[src/rtl/uk101_ascii_loader_if.sv]
// Interface between the HPS download port, the loader and the ACIA receive path.
// master drives the download bytes and the receive handshake; slave is the loader.
interface uk101_ascii_loader_if;
  logic        ioctl_download;
  logic        ioctl_wr;
  logic [15:0] ioctl_addr;
  logic [7:0]  ioctl_data;
  logic        ioctl_wait;
  logic        enable;
  logic [7:0]  rx_data;
  logic        rx_valid;
  logic        rx_ready;
  logic        busy;
  logic        overflow;

  modport master (
    output ioctl_download, ioctl_wr, ioctl_addr, ioctl_data, enable, rx_ready,
    input  ioctl_wait, rx_data, rx_valid, busy, overflow
  );

  modport slave (
    input  ioctl_download, ioctl_wr, ioctl_addr, ioctl_data, enable, rx_ready,
    output ioctl_wait, rx_data, rx_valid, busy, overflow
  );
endinterface

[src/rtl/uk101_ascii_loader.sv]
// Buffers a downloaded text file, normalises line endings and feeds it to the ACIA
// receive path one character at a time with a pacing gap after each character.
module uk101_ascii_loader #(
  parameter int unsigned DEPTH    = 16,
  parameter int unsigned CHAR_GAP = 52083,
  parameter int unsigned CR_GAP   = 2500000
) (
  input logic                 clk_sys,
  input logic                 reset,
  uk101_ascii_loader_if.slave bus
);

  localparam int unsigned AW     = $clog2(DEPTH);
  localparam int unsigned GapMax = (CR_GAP > CHAR_GAP) ? CR_GAP : CHAR_GAP;
  localparam int unsigned GW     = $clog2(GapMax + 1);

  localparam logic [AW:0]   PtrOne   = (AW + 1)'(1);
  localparam logic [AW:0]   FullCnt  = (AW + 1)'(DEPTH);
  localparam logic [AW:0]   WaitCnt  = (AW + 1)'(DEPTH - 2);
  localparam logic [GW-1:0] GapOne   = GW'(1);
  localparam logic [GW-1:0] CharLoad = GW'(CHAR_GAP - 1);
  localparam logic [GW-1:0] CrLoad   = GW'(CR_GAP - 1);

  typedef enum logic [1:0] {StIdle, StPresent, StGap} state_e;

  logic [7:0]    mem [DEPTH];
  logic [AW:0]   wr_ptr_q, wr_ptr_d;
  logic [AW:0]   rd_ptr_q, rd_ptr_d;
  logic [AW:0]   count_q, count_d;
  logic          prev_cr_q, prev_cr_d;
  logic          overflow_q, overflow_d;
  logic          wait_q;
  logic          dl_q;
  state_e        state_q;
  logic [7:0]    rx_data_q;
  logic          rx_valid_q;
  logic [GW-1:0] gap_cnt_q;

  logic          dl_rise, ingest, prev_cr_eff, drop, push_req, push_ok, pop;
  logic          empty, full_eff;
  logic [7:0]    push_byte;
  logic [AW-1:0] push_idx;
  logic          unused_addr;

  assign unused_addr = ^bus.ioctl_addr;

  assign dl_rise     = bus.ioctl_download & ~dl_q;
  assign ingest      = bus.ioctl_download & bus.ioctl_wr;
  // A download start clears prev_cr in the same cycle as a possible first strobe.
  assign prev_cr_eff = dl_rise ? 1'b0 : prev_cr_q;
  assign drop        = (bus.ioctl_data == 8'h00) || (bus.ioctl_data == 8'h1A) ||
                       ((bus.ioctl_data == 8'h0A) && prev_cr_eff);
  assign push_byte   = (bus.ioctl_data == 8'h0A) ? 8'h0D : bus.ioctl_data;
  assign push_req    = ingest & ~drop;

  assign empty    = (count_q == '0);
  assign full_eff = ~dl_rise & (count_q == FullCnt);
  assign pop      = (state_q == StIdle) & bus.enable & ~empty & ~dl_rise;
  assign push_ok  = push_req & (~full_eff | pop);
  assign push_idx = dl_rise ? '0 : wr_ptr_q[AW-1:0];

  always_comb begin
    wr_ptr_d = dl_rise ? '0 : wr_ptr_q;
    rd_ptr_d = dl_rise ? '0 : rd_ptr_q;
    count_d  = dl_rise ? '0 : count_q;
    if (push_ok) begin
      wr_ptr_d = wr_ptr_d + PtrOne;
      count_d  = count_d + PtrOne;
    end
    if (pop) begin
      rd_ptr_d = rd_ptr_q + PtrOne;
      count_d  = count_d - PtrOne;
    end
    overflow_d = dl_rise ? 1'b0 : (overflow_q | (push_req & ~push_ok));
    if (ingest) begin
      prev_cr_d = (bus.ioctl_data == 8'h0D);
    end else begin
      prev_cr_d = prev_cr_eff;
    end
  end

  always_ff @(posedge clk_sys) begin
    if (push_ok) begin
      mem[push_idx] <= push_byte;
    end
  end

  always_ff @(posedge clk_sys) begin
    if (reset) begin
      wr_ptr_q   <= '0;
      rd_ptr_q   <= '0;
      count_q    <= '0;
      prev_cr_q  <= 1'b0;
      overflow_q <= 1'b0;
      wait_q     <= 1'b0;
      dl_q       <= 1'b0;
    end else begin
      wr_ptr_q   <= wr_ptr_d;
      rd_ptr_q   <= rd_ptr_d;
      count_q    <= count_d;
      prev_cr_q  <= prev_cr_d;
      overflow_q <= overflow_d;
      wait_q     <= (count_q >= WaitCnt);
      dl_q       <= bus.ioctl_download;
    end
  end

  always_ff @(posedge clk_sys) begin
    if (reset) begin
      state_q    <= StIdle;
      rx_data_q  <= 8'h00;
      rx_valid_q <= 1'b0;
      gap_cnt_q  <= '0;
    end else begin
      case (state_q)
        StIdle: begin
          if (pop) begin
            rx_data_q  <= mem[rd_ptr_q[AW-1:0]];
            rx_valid_q <= 1'b1;
            state_q    <= StPresent;
          end
        end
        StPresent: begin
          if (bus.rx_ready) begin
            rx_valid_q <= 1'b0;
            gap_cnt_q  <= (rx_data_q == 8'h0D) ? CrLoad : CharLoad;
            state_q    <= StGap;
          end
        end
        StGap: begin
          if (gap_cnt_q == '0) begin
            state_q <= StIdle;
          end else begin
            gap_cnt_q <= gap_cnt_q - GapOne;
          end
        end
        default: state_q <= StIdle;
      endcase
    end
  end

  assign bus.ioctl_wait = wait_q;
  assign bus.rx_data    = rx_data_q;
  assign bus.rx_valid   = rx_valid_q;
  assign bus.overflow   = overflow_q;
  assign bus.busy       = bus.ioctl_download | ~empty | (state_q != StIdle);

endmodule

[src/flat_wrapper.sv]
// flat-port wrapper written by rule: the top's interface ports become plain ports
module uk101_ascii_loader_flat 
#(
  parameter int unsigned DEPTH    = 16,
  parameter int unsigned CHAR_GAP = 52083,
  parameter int unsigned CR_GAP   = 2500000
)
  (clk_sys, reset, bus_ioctl_download, bus_ioctl_wr, bus_ioctl_addr, bus_ioctl_data, bus_enable, bus_rx_ready, bus_ioctl_wait, bus_rx_data, bus_rx_valid, bus_busy, bus_overflow);
  uk101_ascii_loader_if bus_i ();
  input logic clk_sys;
  input logic reset;
  input wire logic [$bits(bus_i.ioctl_download)-1:0] bus_ioctl_download;
  input wire logic [$bits(bus_i.ioctl_wr)-1:0] bus_ioctl_wr;
  input wire logic [$bits(bus_i.ioctl_addr)-1:0] bus_ioctl_addr;
  input wire logic [$bits(bus_i.ioctl_data)-1:0] bus_ioctl_data;
  input wire logic [$bits(bus_i.enable)-1:0] bus_enable;
  input wire logic [$bits(bus_i.rx_ready)-1:0] bus_rx_ready;
  output wire logic [$bits(bus_i.ioctl_wait)-1:0] bus_ioctl_wait;
  output wire logic [$bits(bus_i.rx_data)-1:0] bus_rx_data;
  output wire logic [$bits(bus_i.rx_valid)-1:0] bus_rx_valid;
  output wire logic [$bits(bus_i.busy)-1:0] bus_busy;
  output wire logic [$bits(bus_i.overflow)-1:0] bus_overflow;
  assign bus_i.ioctl_download = bus_ioctl_download;
  assign bus_i.ioctl_wr = bus_ioctl_wr;
  assign bus_i.ioctl_addr = bus_ioctl_addr;
  assign bus_i.ioctl_data = bus_ioctl_data;
  assign bus_i.enable = bus_enable;
  assign bus_i.rx_ready = bus_rx_ready;
  assign bus_ioctl_wait = bus_i.ioctl_wait;
  assign bus_rx_data = bus_i.rx_data;
  assign bus_rx_valid = bus_i.rx_valid;
  assign bus_busy = bus_i.busy;
  assign bus_overflow = bus_i.overflow;
  uk101_ascii_loader #(.DEPTH(DEPTH), .CHAR_GAP(CHAR_GAP), .CR_GAP(CR_GAP)) u_core (.clk_sys(clk_sys), .reset(reset), .bus(bus_i));
endmodule
[config.mk]
export PLATFORM = sky130hd
export DESIGN_NAME = uk101_ascii_loader_flat
export DESIGN_NICKNAME = d
export VERILOG_FILES = /design/src/rtl/uk101_ascii_loader_if.sv /design/src/rtl/uk101_ascii_loader.sv /design/src/flat_wrapper.sv
export SDC_FILE = /design/constraint.sdc
export NUM_CORES = 1
export LEC_CHECK = 0
export ABC_AREA = 1
export BUFFER_PORTS_ARGS = -buffer_cell sky130_fd_sc_hd__buf_4
export CORE_UTILIZATION = 43
export CTS_CLUSTER_DIAMETER = 60
export DETAILED_ROUTE_END_ITERATION = 7
export SLEW_MARGIN = 20
export SYNTH_ARGS = -nofsm -noshare
export SYNTH_HDL_FRONTEND = slang
export SYNTH_SLANG_ARGS = --single-unit
[constraint.sdc]
create_clock -name clk_sys -period 2.6 [get_ports clk_sys]
set_input_delay 0.26 -clock clk_sys [delete_from_list [all_inputs] [get_ports clk_sys]]
set_output_delay 0.26 -clock clk_sys [all_outputs]
set_load 0.005 [all_outputs]
==> results of run 1 <==
## cell families after synthesis
family | after synthesis | share of synthesized area (%)
buf+inv | 110 | 5.64
simple gates | 295 | 16.4
fa+ha+maj | 8 | 1.27
xor+xnor | 12 | 1.33
compound gates | 190 | 14.1
flops | 178 | 61.4
## layer usage
metal	track usage (%)	vias to the layer above
met1	27.9	2830
met5	0	-
met2	35.4	158
li1	-	2815
met4	8.79	0
met3	3.97	34
## path summary, 6_finish.rpt
check	start	slack [ps]	end	cells past startpoint
min	bus_rx_ready	20	u_core.state_q[0]$_SDFFE_PP0P_	2
min reg2reg	u_core.gap_cnt_q[0]$_SDFFE_PP0P_	470	u_core.gap_cnt_q[0]$_SDFFE_PP0P_	2
max	u_core.gap_cnt_q[0]$_SDFFE_PP0P_	350	u_core.gap_cnt_q[3]$_SDFFE_PP0P_	13
max reg2reg	u_core.gap_cnt_q[0]$_SDFFE_PP0P_	350	u_core.gap_cnt_q[3]$_SDFFE_PP0P_	13
## registers in the layout (all words and copies together), names as in the netlist
| signal | count |
|---|---|
| u_core.bus.overflow | 1 |
| u_core.bus.rx_data | 8 |
| u_core.prev_cr_q | 1 |
| u_core.state_q | 2 |
| u_core.wr_ptr_q | 4 |
| u_core.bus.rx_valid | 1 |
| u_core.count_q | 5 |
| u_core.dl_q | 1 |
| u_core.bus.ioctl_wait | 1 |
| u_core.gap_cnt_q | 22 |
| u_core.rd_ptr_q | 4 |
| u_core.mem | 128 |
## layout by cell type, fill, tap and decap left out, types with 9 or more instances in the layout
cell | netlist | routed
o22ai_1 | 11 | 11
clkbuf_16 | 0 | 17
o21ai_1 | 9 | 9
dfxtp_1 | 50 | 49
buf_4 | 0 | 47
nand2_1 | 90 | 90
a21oi_1 | 37 | 37
o21ai_0 | 85 | 85
o211ai_1 | 23 | 23
nor2_1 | 134 | 133
edfxtp_1 | 128 | 128
o221ai_1 | 18 | 18
inv_1 | 60 | 60
xor2_1 | 9 | 9
nand4_1 | 10 | 10
nor2_2 | 8 | 9
nand3_1 | 32 | 32
## final cells by class
cell class / instances / area, µm²
fillers: 1613 / 8950
flip-flops and latches: 178 / 4850
clock buffers: 19 / 433
multi-input cells: 505 / 2610
inverters: 69 / 262
repair buffers: 49 / 393
well taps: 229 / 287
clock inverters: 13 / 185
## stage by stage
step	instances	hold WS, ps
2_1_floorplan	793	361
3_3_place_gp	1030	456
3_5_place_dp	1030	459
4_1_cts	1062	6.67
5_1_grt	1062	23.2
6_report	1062	22.7
## worst register-to-register path, delay by kind of cell (launching register included)
| kind | cells | cell delay [ps] |
|---|---|---|
| AOI/OAI and AO/OA | 3 | 450 |
| adders and majority gates | 1 | 220 |
| buffers and inverters | 3 | 280 |
| DFF | 1 | 330 |
| and+or+nand+nor | 6 | 910 |
## power by group through the flow
stage	Sequential, mW	Combinational (mW)	Clock [mW]
after floorplan	3.21	0.643	0
after global placement	3.22	0.871	0
after detailed placement	3.22	0.897	0
after CTS	3.16	0.902	2.71
after global routing	3.17	1.01	2.84
final	3.16	0.902	2.68
==> results by group, run 1 <==
Route
  – Antenna viol nets, final: 0
  – Topmost layer with routed signal wires: met4
  – Met1 WL: 8250 µm
  – Routed WL: 18,700 µm
  – DR DRC count: 0
  – First-pass DRT Iterations: 6
  – Via count: just under 6,000
  – DR WL met3: 910 µm
  – Avg WL per Cell: 17.6 µm
  – Drt initial violations: 540
  – Met2 Wirelength: ~9100 µm
  – Vias per cell: 5.50

Placement
  – Final Wtd Congestion: 0.876
  – Detailed Place HPWL: 12,000 µm
  – Placed Instance Area: between 0.008 and 0.009 mm²
  – I/O Buffers: 25
  – DP Worst Slack: around 340 ps

Clocking
  – H-tree depth: 4
  – Clk buf depth: 2
  – Clk pin slew, worst setup/hold paths: 70 ps
  – Worst skew pair latency: 430 ps
  – CTS Hold Buffers Added: 0
  – TritonCTS Sinks: approximately 180
  – # resized after CTS: 0
  – Inserted Clock Buffers: 17
  – Post-CTS setup buffers: 0
  – CTS tree: yes
  – Clock Tree Root: clkbuf_16

Global route
  – Initial antenna violation count: 0
  – Grt ovf: 0
  – Largest net degree at the start of global routing: 68
  – First-pass GRT wire length: 29,800 µm
  – GR Util All Layers: a little over a fifth
  – Vias in the first global route: 5,660

Die
  – Core area: 0.0180 mm²
  – Full die area: ~0.019 mm²
  – # rows: 49
  – Initial core utilization: 44.0%
  – Chip width: about 140 µm
  – Die height: 138 µm
  – # IOs: 42

STA
  – F_max: 444 MHz
  – Final min period: 2250 ps
  – TNS Setup: 0 ps
  – Fin. max-slew vios: 0
  – Final hold vios: 0
  – Setup-failing EPs final: 0
  – Worst slew pin tran: around 710 ps
  – Fin Clk Skew: 8.37 ps
  – Relative slew slack: between 50% and 60%
  – Worst Setup Slack, final: 346 ps
  – Unrepaired setup endpoints after global routing: no
  – Tcrit/Tclk final: slightly below 90%

Layout
  – Share of layout cells above drive strength 1: roughly an eighth
  – Final core occ: 50.2%
  – Diode count: 0
  – Finished Cell Area: approximately 0.0090 mm²
  – Final nets: around 860
  – Synth-to-layout area growth: 14.1%

Worst setup path
  – Critical path data required time: 2970 ps
  – Crit-path max FO: 18
  – Critical path buffers and inverters: 3
  – Worst path cell trace: inv_1 -> ha_1 -> nand2_2 -> nor2_4 -> inv_2 -> nor2_4 -> nand2_2 -> o21ai_2 -> nand2_4 -> inv_4 -> nor2_2 -> o21ai_0 -> a21oi_1
  – CP Launch Type: flip-flop
  – CP delay by family, top: simple AND/OR/NAND/NOR gates
  – Largest stage delay, worst path: approximately 430 ps
  – Setup crit end kind: flip-flop
  – Slowest CP cell: nor2_2
  – Critical path class: flip-flop to flip-flop
  – Critical Path AT: 2620 ps

Synth
  – Main area contributors after synthesis: edfxtp_1, dfxtp_1, nor2_1, o21ai_0, nand2_1
  – Synth Flop Type: edfxtp_1
  – Sequential share of the synthesized area: 61.4%
  – Warnings from Yosys: 0
  – Share of the synthesized area in the top cell type: 48.7%
  – Syn_area_per_cell: between 9 and 10 µm²
  – Syn Nets: 831
  – Post-Syn Area: 0.00790 mm²
  – Post-synth EDFFs: 128
  – Asr flop ratio synth: 0%
  – Seq cells post-synth: 178
  – Synthesized instance count: 793
  – Most common cell in the netlist: nor2_1
  – Most common library cells after synthesis: nor2_1, edfxtp_1, nand2_1
  – Largest area contributor in the netlist: edfxtp_1
  – Yosys cell types: 40

Power
  – Sw Share: 25.3%
  – Part of the power in registers: 46.9%
  – Clock network fraction of design power: 39.7%
  – NetSw: 1.71 mW
  – Leakage power: 3.31 nW
  – PwrDens: 748 mW/mm²
  – Combinational share of power: 13.4%
  – VDD IR max: 0.000474 V
  – Final Power: roughly 6.7 mW
  – Internal Power: 5.03 mW

Run status
  – Status: finished, final reports clean

Flow run
  – Max-capacitance violation count: 0

Worst hold path
  – Hold Crit Class: primary input to flip-flop
Note: power is estimated with default switching activity, not from simulation.
==> run 2, diff against run 1 <==
Settings changed: CORE_ASPECT_RATIO from default to 2, CORE_UTILIZATION 43 to 55, PLACE_DENSITY from default to 0.78.
==> run 2 against run 1 <==
Sequential share of layout area grew 0.22 points. Register-to-register slack better by 30 ps. Highest routed layer unchanged. Cell area fell by 0.42%. Largest power group unchanged. Sequential power about the same. Combinational power rose by 2%. Cell count down 3.1%. Non-clock buffer count is 7 higher. First-iteration DRC count grew 14%. Critical path type unchanged.
==> results by group, run 2 (same netlist as run 1, synthesis figures left out) <==
Die
  – Core area: 0.0140 mm² (-22%)
  – Initial core utilization: 56.5% (+13 points)
  – Full die area: 0.0149 mm² (-21%)
  – # IOs: 42 (unchanged)
  – Chip width: 86.7 µm (-37%)
  – # rows: 61 (+24%)
  – Die height: 171 µm (+25%)

Power
  – Sw Share: 26.2% (+0.87 points)
  – NetSw: 1.73 mW (+1.5%)
  – Clock network fraction of design power: 38.4% (-1.3 points)
  – VDD IR max: 0.000587 V (+24%)
  – Internal Power: 4.88 mW (-3.0%)
  – Combinational share of power: 13.9% (+0.5 points)
  – Part of the power in registers: 47.8% (+0.9 points)
  – PwrDens: 737 mW/mm² (-1.5%)
  – Leakage power: 3.32 nW (+0.27%)

STA
  – Final hold vios: 0 (unchanged)
  – Worst Setup Slack, final: 379 ps (+32.9 ps)
  – Setup-failing EPs final: 0 (unchanged)
  – Fin Clk Skew: 10.6 ps (+2.20 ps)
  – Minimum hold slack: 22.4 ps (-0.276 ps)
  – Fin. max-slew vios: 0 (unchanged)
  – F_max: 450 MHz (+1.5%)
  – Unrepaired setup endpoints after global routing: no
  – Relative slew slack: 28.3% (-24 points)
  – Worst slew pin tran: 1070 ps (+358 ps)
  – TNS Setup: 0 ps (unchanged)
  – Tcrit/Tclk final: 85.4% (-1.3 points)
  – Final min period: 2220 ps (-32.9 ps)

Worst setup path
  – CP Launch Type: flip-flop
  – Critical path data required time: 2910 ps (-60 ps)
  – CP delay by family, top: simple AND/OR/NAND/NOR gates
  – Cell depth of the worst setup path: 14 (+1)
  – Reg2Reg Depth: 14 (+1)
  – R2R setup slack: 380 ps (+30 ps)
  – Crit path launch: u_core.gap_cnt_q[0]$_SDFFE_PP0P_
  – Slowest CP cell: dfxtp_1
  – Crit-path max FO: 18 (unchanged)
  – Crit path to: u_core.gap_cnt_q[7]$_SDFFE_PP0P_
  – Critical Path AT: 2530 ps (-90 ps)
  – Largest stage delay, worst path: 310 ps (-120 ps)
  – Setup crit end kind: flip-flop
  – Critical path class: flip-flop to flip-flop
  – Worst path cell trace: inv_1 -> ha_1 -> nand2_2 -> nor2_4 -> inv_2 -> nor2_4 -> nand2_2 -> o21ai_2 -> nand2_4 -> inv_4 -> nor2_2 -> buf_4 -> o21ai_0 -> a21oi_1
  – Critical path buffers and inverters: 4 (+1)
  – R2R Path End: u_core.gap_cnt_q[7]$_SDFFE_PP0P_
  – Worst r2r src: u_core.gap_cnt_q[0]$_SDFFE_PP0P_

Placement
  – Detailed Place HPWL: 13,500 µm (+13%)
  – DP Worst Slack: 195 ps (-146 ps)
  – Final Wtd Congestion: 0.955 (+9.0%)
  – I/O Buffers: 25 (unchanged)
  – Placed Instance Area: 0.00838 mm² (-0.12%)

Layout
  – Synth-to-layout area growth: 13.7%
  – Finished Cell Area: 0.00898 mm² (-0.42%)
  – Multi-input gate area: 0.00261 mm² (about the same)
  – Largest Register: u_core.mem
  – Sequential cell area: 0.00485 mm² (unchanged)
  – Share of layout cells above drive strength 1: 14.0% (+1.1 points)
  – Max reg flops: 128 (unchanged)
  – Diode count: 0 (unchanged)
  – Final nets: 865 (+0.82%)
  – Most common cell after layout, fill and taps aside: nor2_1
  – Highest-count cells in the layout ignoring fill and taps: nor2_1, edfxtp_1, nand2_1
  – Fillers: 1,051 (-35%)
  – Final core occ: 64.3% (+14 points)

Global route
  – Vias in the first global route: 6,014 (+6.3%)
  – First-pass GRT wire length: 30,600 µm (+2.8%)
  – Grt ovf: 0 (unchanged)
  – Most Used Layer, Global Route: met2
  – Largest net degree at the start of global routing: 60 (-12%)
  – Met2 GRT Util: 52.4% (+17 points)
  – Routing usage on met3: 4.41% (+0.44 points)
  – GR Util All Layers: 28.0% (+6.5 points)
  – Initial antenna violation count: 0 (unchanged)
  – M1 GR Usage: 28.0% (+0.066 points)

Clocking
  – TritonCTS Sinks: 178 (unchanged)
  – Worst skew pair latency: 420 ps (about the same)
  – Clock Tree Root: clkbuf_16
  – CTS Hold Buffers Added: 0 (unchanged)
  – H-tree depth: 4 (unchanged)
  – # resized after CTS: 0 (unchanged)
  – Post-CTS setup buffers: 0 (unchanged)
  – CTS tree: yes
  – Inserted Clock Buffers: 17 (unchanged)
  – Clk pin slew, worst setup/hold paths: 70 ps (about the same)
  – Clk buf depth: 2 (unchanged)

Route
  – Vias per cell: 5.90 (+7.3%)
  – DR DRC count: 0 (unchanged)
  – Avg WL per Cell: 18.9 µm (+6.9%)
  – Routed WL: 19,400 µm (+3.5%)
  – Drt initial violations: 614 (+14%)
  – Via count: 6,067 (+3.9%)
  – Antenna viol nets, final: 0 (unchanged)
  – First-pass DRT Iterations: 5 (-1)

Worst hold path
  – Hold Crit Class: primary input to flip-flop

Run status
  – Status: finished, final reports clean

Flow run
  – Max-capacitance violation count: 0 (unchanged)
==> run 2: how the worst min path moves through the flow <==
stage          depth (start not counted)                          endpoint                              from
2_1_floorplan                          1    u_core.state_q[0]$_SDFFE_PP0P_                      bus_rx_ready
3_3_place_gp                           2  u_core.gap_cnt_q[0]$_SDFFE_PP0P_  u_core.gap_cnt_q[0]$_SDFFE_PP0P_
3_5_place_dp                           2    u_core.state_q[0]$_SDFFE_PP0P_                      bus_rx_ready
4_1_cts                                2    u_core.state_q[0]$_SDFFE_PP0P_                      bus_rx_ready
5_1_grt                                2    u_core.state_q[0]$_SDFFE_PP0P_                      bus_rx_ready
6_report                               2    u_core.state_q[0]$_SDFFE_PP0P_                      bus_rx_ready
==> run 2: through the flow <==
step	instances	total power, mW
2_1_floorplan	793	3.85
3_3_place_gp	997	4.09
3_5_place_dp	997	4.12
4_1_cts	1029	6.62
5_1_grt	1029	6.85
6_report	1029	6.61
==> run 2: cell type report <==
class | count | share of cell area [%]
inverters | 69 | 2.91
repair buffers | 56 | 4.82
clock inverters | 13 | 1.67
well taps | 189 | 2.63
multi-input cells | 505 | 29.0
flip-flops and latches | 178 | 54.0
clock buffers | 19 | 4.93
==> run 2: worst register-to-register path, delay by kind of cell, from the launching register on <==
kind,cells,cell delay [ps]
AND/OR/NAND/NOR,6,650
buffers and inverters,4,580
AO/OA/AOI/OAI,3,380
flip-flops,1,310
adder cells (fa/ha/maj),1,210
==> run 2: power by group through the flow <==
stage                     sequential (mW)  combinational (mW)  clock (mW)
after floorplan                      3.21               0.643           0
after global placement               3.21               0.872           0
after detailed placement             3.22               0.902           0
after CTS                            3.16               0.909        2.56
after global routing                 3.16                1.03        2.66
final                                3.16               0.917        2.54
==> run 2: routing by layer <==
layer  routed length (µm)  vias up  part of all wire (%)
met1                 6500     2930                    34
met2                11000      238                    56
met4                 1090        0                   5.6
met3                  855       62                   4.4
met5                    0        -                     0
li1                     -     2837                     -
==> run 3, diff against run 2 <==
--- a/config.mk
+++ b/config.mk
@@ -9,8 +9,8 @@
 export BUFFER_PORTS_ARGS = -buffer_cell sky130_fd_sc_hd__buf_4
 export CORE_ASPECT_RATIO = 2
-export CORE_UTILIZATION = 55
+export CORE_UTILIZATION = 31
 export CTS_CLUSTER_DIAMETER = 60
 export DETAILED_ROUTE_END_ITERATION = 7
-export PLACE_DENSITY = 0.78
+export PLACE_DENSITY = 0.51
 export SLEW_MARGIN = 20
 export SYNTH_ARGS = -nofsm -noshare
==> constraint.sdc (replaced) <==
create_clock -name clk_sys -period 2.6 [get_ports clk_sys]
set_input_delay 0.13 -clock clk_sys [delete_from_list [all_inputs] [get_ports clk_sys]]
set_output_delay 0.13 -clock clk_sys [all_outputs]
set_load 0.005 [all_outputs]
==> run 3 against run 2 <==
Die area up 76%. Worst setup slack better by 97 ps. Clock-buffer cell count is 2 lower. Power up 0.56%. Critical endpoint unchanged.
==> results by group, run 3 (same netlist as run 1, synthesis figures left out) <==
Power
  – Final Power: 6.65 mW (+0.56%)
  – Internal Power: 4.79 mW (-1.8%)
  – PwrDens: 725 mW/mm² (-1.6%)
  – Part of the power in registers: 47.5% (-0.3 points)
  – Clock network fraction of design power: 38.7% (+0.3 points)
  – VDD IR max: 0.000573 V (-2.4%)
  – Combinational share of power: 13.8% (about the same)
  – Sw Share: 27.9% (+1.7 points)
  – NetSw: 1.86 mW (+7.2%)
  – Leakage power: 3.34 nW (+0.73%)

Clocking
  – # resized after CTS: 0 (unchanged)
  – Post-CTS setup buffers: 0 (unchanged)
  – Worst skew pair latency: 440 ps (+20 ps)
  – Clk buf depth: 2 (unchanged)
  – CTS Hold Buffers Added: 2 (+2)
  – Clk pin slew, worst setup/hold paths: 70 ps (about the same)
  – TritonCTS Sinks: 178 (unchanged)
  – H-tree depth: 4 (unchanged)
  – CTS tree: yes
  – Clock Tree Root: clkbuf_16
  – Inserted Clock Buffers: 17 (unchanged)

Die
  – # rows: 82 (+34%)
  – Chip width: 115 µm (+32%)
  – # IOs: 42 (unchanged)
  – Full die area: 0.0262 mm² (+76%)
  – Die height: 228 µm (+33%)
  – Core area: 0.0250 mm² (+79%)
  – Initial core utilization: 31.5% (-25 points)

STA
  – Relative slew slack: 55.3% (+27 points)
  – Tcrit/Tclk final: 81.7% (-3.7 points)
  – Setup-failing EPs final: 0 (unchanged)
  – Unrepaired setup endpoints after global routing: no
  – F_max: 471 MHz (+4.6%)
  – Worst Setup Slack, final: 476 ps (+96.8 ps)
  – Worst slew pin tran: 669 ps (-403 ps)
  – Final hold vios: 0 (unchanged)
  – Final min period: 2120 ps (-96.8 ps)
  – Minimum hold slack: 27.9 ps (+5.52 ps)
  – Fin. max-slew vios: 0 (unchanged)
  – Fin Clk Skew: 8.62 ps (-1.95 ps)
  – TNS Setup: 0 ps (unchanged)

Global route
  – First-pass GRT wire length: 31,900 µm (+4.4%)
  – Grt ovf: 0 (unchanged)
  – Initial antenna violation count: 0 (unchanged)
  – GR Util All Layers: 16.8% (-11 points)
  – Vias in the first global route: 5,678 (-5.6%)
  – Largest net degree at the start of global routing: 37 (-38%)

Route
  – Vias per cell: 4.81 (-18%)
  – DR DRC count: 0 (unchanged)
  – Drt initial violations: 258 (-58%)
  – Antenna viol nets, final: 0 (unchanged)
  – First-pass DRT Iterations: 4 (-1)
  – Routed WL: 20,400 µm (+5.3%)
  – Via count: 5,667 (-6.6%)
  – Avg WL per Cell: 17.3 µm (-8.1%)

Worst setup path
  – Setup crit end kind: flip-flop
  – Critical path class: flip-flop to flip-flop
  – Crit-path max FO: 18 (unchanged)
  – Critical Path AT: 2450 ps (-80 ps)
  – Critical path data required time: 2930 ps (+20 ps)
  – CP Launch Type: flip-flop

Layout
  – Synth-to-layout area growth: 16.2%
  – Multi-input gate area: 0.00261 mm² (unchanged)
  – Final core occ: 36.7% (-28 points)
  – Fillers: 2,579 (+150%)
  – Final nets: 868 (+0.35%)
  – Most common cell after layout, fill and taps aside: nor2_1
  – Largest Register: u_core.mem
  – Highest-count cells in the layout ignoring fill and taps: nor2_1, edfxtp_1, nand2_1
  – Max reg flops: 128 (unchanged)
  – Diode count: 0 (unchanged)
  – Share of layout cells above drive strength 1: 14.2% (+0.19 points)
  – Sequential cell area: 0.00485 mm² (unchanged)

Placement
  – I/O Buffers: 25 (unchanged)
  – Detailed Place HPWL: 14,200 µm (+4.9%)
  – Final Wtd Congestion: 0.832 (-13%)
  – DP Worst Slack: 482 ps (+287 ps)

Worst hold path
  – Hold Crit Class: primary input to flip-flop

Flow run
  – Max-capacitance violation count: 0 (unchanged)

Run status
  – Status: finished, final reports clean
[run 3: cell types whose count changed in the layout (fill, tap and decap cells not counted), sizes merged]
| cell | change |
|---|---|
| buf | +1 |
| bufinv | -1 |
| clkbuf | -2 |
| clkinv | +4 |
| clkinvlp | -4 |
| dlygate4sd3 | +2 |
| inv | +3 |
[run 3: final timing paths]
check	startpoint	endpoint	slack (ps)	depth (start not counted)
worst max register to register	u_core.gap_cnt_q[0]$_SDFFE_PP0P_	u_core.gap_cnt_q[7]$_SDFFE_PP0P_	480	14
worst max-delay path	u_core.gap_cnt_q[0]$_SDFFE_PP0P_	u_core.gap_cnt_q[7]$_SDFFE_PP0P_	480	14
worst min-delay path	reset	u_core.gap_cnt_q[20]$_SDFFE_PP0P_	30	2
worst min register to register	u_core.gap_cnt_q[0]$_SDFFE_PP0P_	u_core.gap_cnt_q[0]$_SDFFE_PP0P_	470	2
[run 3: layout make-up]
type	count	share of cell area (%)
clock buffer	17	4.64
inverter	69	2.85
sequential	178	52.8
tap	336	4.58
multi-input combinational	505	28.4
timing repair buffer	59	4.88
clock inverter	15	1.83
[run 3: critical path: stages, from the launching register on]
cell	delay, ps
dfxtp_1	310
inv_1	100
ha_1	190
nand2_2	80
nor2_4	110
inv_2	70
nor2_4	100
nand2_2	90
o21ai_2	210
nand2_4	190
inv_4	190
nor2_2	50
buf_4	160
o21ai_0	70
a21oi_1	80
[run 3: stage by stage]
stage          instances  area (µm²)
2_1_floorplan        793        7900
3_3_place_gp        1145        8560
3_5_place_dp        1145        8560
4_1_cts             1179        9180
5_1_grt             1179        9180
6_report            1179        9180
[run 3: power groups by stage]
| stage | registers [mW] | clock network [mW] | logic, mW |
|---|---|---|---|
| floorplan | 3.21 | 0 | 0.643 |
| global placement | 3.22 | 0 | 0.919 |
| CTS | 3.16 | 2.62 | 0.931 |
| detailed placement | 3.22 | 0 | 0.925 |
| global route | 3.16 | 2.74 | 1.03 |
| finish | 3.16 | 2.58 | 0.915 |
[run 3: layer usage]
| metal | global-route usage [%] | share of wire (%) | wire (µm) | vias up |
|---|---|---|---|---|
| li1 | - | - | - | 2847 |
| met1 | 17.1 | 37 | 7610 | 2709 |
| met2 | 31.4 | 57 | 11600 | 74 |
| met3 | 3.00 | 1.9 | 392 | 37 |
| met4 | 8.97 | 4.1 | 830 | 0 |
| met5 | 0 | 0 | 0 | - |
